$ cat config.mk
export PLATFORM = sky130hd
export DESIGN_NAME = dmem_bridge
export DESIGN_NICKNAME = d
export VERILOG_FILES = /design/src/rtl/dmem_pkg.sv /design/src/rtl/dmem_bridge.sv
export SDC_FILE = /design/constraint.sdc
export NUM_CORES = 1
export LEC_CHECK = 0
export CORE_AREA = 2 2 95 97
export CTS_CLUSTER_SIZE = 20
export DETAILED_ROUTE_END_ITERATION = 16
export DIE_AREA = 0 0 97 99
export GPL_ROUTABILITY_DRIVEN = 1
export HOLD_SLACK_MARGIN = 0.06
export PLACE_DENSITY = 0.7
export SYNTH_ARGS = -nofsm -noshare
export SYNTH_HDL_FRONTEND = slang
export SYNTH_SLANG_ARGS = --single-unit
$ cat constraint.sdc
create_clock -name clk -period 4 [get_ports clk]
set_clock_uncertainty 0.1 [all_clocks]
set_input_delay 1.2 -clock clk [delete_from_list [all_inputs] [get_ports clk]]
set_output_delay 1.2 -clock clk [all_outputs]
set_load 0.005 [all_outputs]
$ cat src/rtl/dmem_pkg.sv
// dmem_pkg: shared state, size encodings and address translation for the data-side bridge
package dmem_pkg;
  typedef enum logic [1:0] {IDLE = 2'd0, WAIT = 2'd1, DONE = 2'd2} stateT;
  localparam logic [1:0] SZ_BYTE = 2'd0;
  localparam logic [1:0] SZ_HALF = 2'd1;
  localparam logic [1:0] SZ_WORD = 2'd2;
  function automatic logic [31:0] ksegXlate(input logic [31:0] addr, input bit enable);
    return (enable && addr[31:30] == 2'b10) ? {3'b000, addr[28:0]} : addr;
  endfunction
endpackage

$ cat src/rtl/dmem_bridge.sv
// dmem_bridge: runs the M-stage access as one SRAM-like bus transaction, stalling until it completes
module dmem_bridge
  import dmem_pkg::*;
#(
  parameter bit KSEG_MAP = 1'b1
) (
  input  logic        clk,
  input  logic        rst,
  input  logic        mem_en_i,
  input  logic [3:0]  mem_we_i,
  input  logic [1:0]  mem_size_i,
  input  logic [31:0] mem_addr_i,
  input  logic [31:0] mem_wdata_i,
  output logic [31:0] mem_rdata_o,
  output logic        stall_o,
  output logic        exc_o,
  output logic        data_req_o,
  output logic        data_wr_o,
  output logic [1:0]  data_size_o,
  output logic [31:0] data_addr_o,
  output logic [31:0] data_wdata_o,
  output logic [3:0]  data_wstrb_o,
  input  logic        data_addr_ok_i,
  input  logic [31:0] data_rdata_i,
  input  logic        data_data_ok_i
);
  stateT state;
  logic orphan, wrPending, mis, issue, lost;
  assign mis = (mem_size_i == SZ_HALF && mem_addr_i[0]) ||
               (mem_size_i == SZ_WORD && mem_addr_i[1:0] != 2'b00);
  assign issue = mem_en_i && !mis && state == IDLE;
  // A flush in the completing cycle abandons the transaction just like an earlier one
  assign lost = orphan || !mem_en_i;
  assign exc_o = rst && mem_en_i && mis;
  assign data_req_o = rst && issue;
  assign stall_o = rst && mem_en_i && !mis && state != DONE;
  assign data_wr_o = rst && (|mem_we_i);
  assign data_size_o = rst ? mem_size_i : 2'b00;
  assign data_addr_o = rst ? ksegXlate(mem_addr_i, KSEG_MAP) : 32'h0;
  assign data_wdata_o = rst ? mem_wdata_i : 32'h0;
  assign data_wstrb_o = rst ? mem_we_i : 4'h0;
  always_ff @(posedge clk or negedge rst) begin
    if (!rst) begin
      state <= IDLE;
      orphan <= 1'b0;
      wrPending <= 1'b0;
      mem_rdata_o <= 32'h0;
    end else begin
      case (state)
        IDLE: if (issue && data_addr_ok_i) begin
          state <= data_data_ok_i ? DONE : WAIT;
          wrPending <= |mem_we_i;
          if (data_data_ok_i && !(|mem_we_i)) mem_rdata_o <= data_rdata_i;
        end
        WAIT: if (data_data_ok_i) begin
          state <= lost ? IDLE : DONE;
          orphan <= 1'b0;
          if (!lost && !wrPending) mem_rdata_o <= data_rdata_i;
        end else if (!mem_en_i) orphan <= 1'b1;
        default: state <= IDLE;
      endcase
    end
  end
endmodule

==> run metrics <==
core box area roughly 8600 um2; Storage cell area 900.9 um2; CTS H-tree depth 2; period utilization a little over nine tenths; Seq cells post-synth 36; Layout area overhead 115.5%; Worst-path clk slew about 70 ps; Critical Path Start mem_addr_i[0]; Setup-failing EPs final 0; WP data arrival around 2600 ps; RSZ-0062 raised after global routing no; Max VDD drop 0.2062 mV; hold path depth 1; Post-CTS Setup Bufs 0; FMAX between 200 and 300 MHz; Placer Congestion 0.8511; CP Launch Type input pin; ANT nets after route 0; largest net degree at the start of global routing 66; Ys Warns 0; final design area excluding fillers roughly 4500 um2; CP endpoint kind primary output; max_cap viols 0; post-synthesis sequential area ratio a little over two fifths; Longest Clk Path Bufs 2; Die Y 99 um; placed cell area 4403 um2; Max Fanout on Critical Path 2; Simple-Gate Fraction of Synth Area 26.16%; fin crit period ~4000 ps; Cells after Synth 179; top cells by area, synth dfrtp_1, mux2_4, and2_1; final hold viol count 0; setup slack, reg-to-reg ~2000 ps; fillers 766; row cnt 34; Setup TNS 0 ps; ANT cells 0; drt wl/cell around 15 um; Num CTS Buffers 5; mux share of post-synthesis cell area ~23%; post-synth cell types 25; Die Area 9603 um2; total number of vias between 2000 and 2500; CP Class input pin to primary output; CP endpoint stall_o; Lkg Pwr approximately 0.002 uW; number of global-route vias before repair 2230; clk_lat worst skew 280 ps; Mapped Area 2100 um2; All-Layer GR Usage 15.42%; Critical R2R Capture mem_rdata_o[6]; depth of the worst register-to-register path 5; max_slew headroom 65.83%; ys flop type dfrtp_1; largest family of logic cells by synthesized area simple AND/OR/NAND/NOR gates; asr flop ratio synth 100.0%; DRT Wirelength 7675 um; Reg2Reg Launch Point state[1]; grt ovf 0; die width 97 um; Synth Area in Compound Gates 4.589%; EDFF count, synth 0; Synth area leader dfrtp_1; ratio of cells with drive above 1 in the final layout around 14%; I/O pin total 213; initial antenna violation count 0; Post-synth top cells and2_1, dfrtp_1, mux2_4; fin. max-slew vios 0; multi-input logic area around 1200 um2; Avg Inst Size Synth 11.73 um2; first-pass GRT wire length 11770 um; CTS Sinks 36; hold_buf cts 0; vias per cell approximately 4.1; router iterations before antenna repair 4; Initial Util 24.55%; Final nets 504; CP required 2700 ps; DRC viols 0; IO buf count 212; Yosys top cell area share 42.91%; clock root buffer clkbuf_8; initial DRC count 69; Pwr Density 278.3 nW/um2; Synth Net Count 286; run status completed; Synth Area in Adders 0%; Worst-Margin Slew 505.5 ps; CTS tree done; HPWL Detailed 6493 um; Hold Path Class register to register; XOR/XNOR share of the synthesized area 0.4172%; most frequent cell after synthesis and2_1
==> kinds of logic (layout without fill, tap and decap cells) <==
| kind of cell | count (synthesis) | count (layout) |
|---|---|---|
| muxes | 32 | 32 |
| DFF | 36 | 36 |
| and+or+nand+nor | 88 | 88 |
| AOI/OAI and AO/OA | 9 | 9 |
| buffers and inverters | 13 | 232 |
| xor gates and xnor gates | 1 | 1 |
==> worst max-delay path, cell delays in order <==
cell             delay [ps]
clkdlybuf4s50_1         450
or2_4                   270
a2bb2oi_4               180
nand3_1                 120
a21oi_1                 120
dlygate4sd2_1           240
==> routing by layer <==
metal  up-vias  part of all wire, %  track usage, %
met5         -                    0               0
met4         0                  1.4           3.900
met3         6                  8.0           5.177
met2       114                   56           30.56
met1       957                   35           15.32
li1       1022                    -               -
==> stage by stage <==
step                hold WS, ps  instances  utilization, %  worst slack, ps  total power, uW
floorplan                 387.7        179               -            758.7            637.9
global placement          389.3        498           51.49           -368.5            992.3
detailed placement        392.3        498           51.49           -394.0             1000
CTS                       409.4        506           52.85            93.00             1281
global route              426.5        506           52.91            44.77             1330
finish                    403.9        506           52.91            109.1             1259
==> layout make-up <==
| cell class | count | area share [%] |
|---|---|---|
| Tap cell | 108 | 2.987 |
| Clock buffer | 7 | 1.908 |
| Inverter | 2 | 0.1659 |
| Timing Repair Buffer | 222 | 49.34 |
| Sequential cell | 36 | 19.91 |
| Multi-Input combinational cell | 130 | 25.53 |
| Clock inverter | 1 | 0.1659 |
==> what timing repair did <==
| item | 4_1_cts | 5_1_grt |
|---|---|---|
| endpoints found under the setup margin | 3 | 1 |
| resized for setup | 8 | 1 |
| endpoints found under the hold margin | 0 | 0 |
==> how the worst min path moves through the flow <==
stage,from,end
after floorplan,orphan,orphan
after detailed placement,mem_rdata_o[3],mem_rdata_o[3]
after global placement,mem_rdata_o[3],mem_rdata_o[3]
after CTS,mem_rdata_o[3],mem_rdata_o[3]
after global routing,mem_rdata_o[26],mem_rdata_o[26]
final,mem_rdata_o[3],mem_rdata_o[3]
==> power breakdown <==
group / leakage [uW] / internal [uW] / switching (uW)
sequential: 0.000476 / 437 / 44.6
clock: 0.0000445 / 140 / 126
combinational: 0.00144 / 380 / 131
==> sequential cells by signal, indices dropped and copies added, names as in the netlist <==
| name | cells |
|---|---|
| wrPending | 1 |
| orphan | 1 |
| mem_rdata_o | 32 |
| state | 2 |
==> layout by cell type, fill, tap and decap left out, types with 2 or more instances in the layout <==
master	count
and2_1	68
buf_12	3
mux2_2	2
dlygate4sd2_1	3
nor3b_1	2
clkdlybuf4s50_1	208
nand2_1	4
nor3_1	2
a21oi_1	4
buf_4	7
mux2_4	30
clkbuf_8	6
nor2_1	3
dfrtp_1	36
inv_1	2
Power figures use the tool's default switching activity.
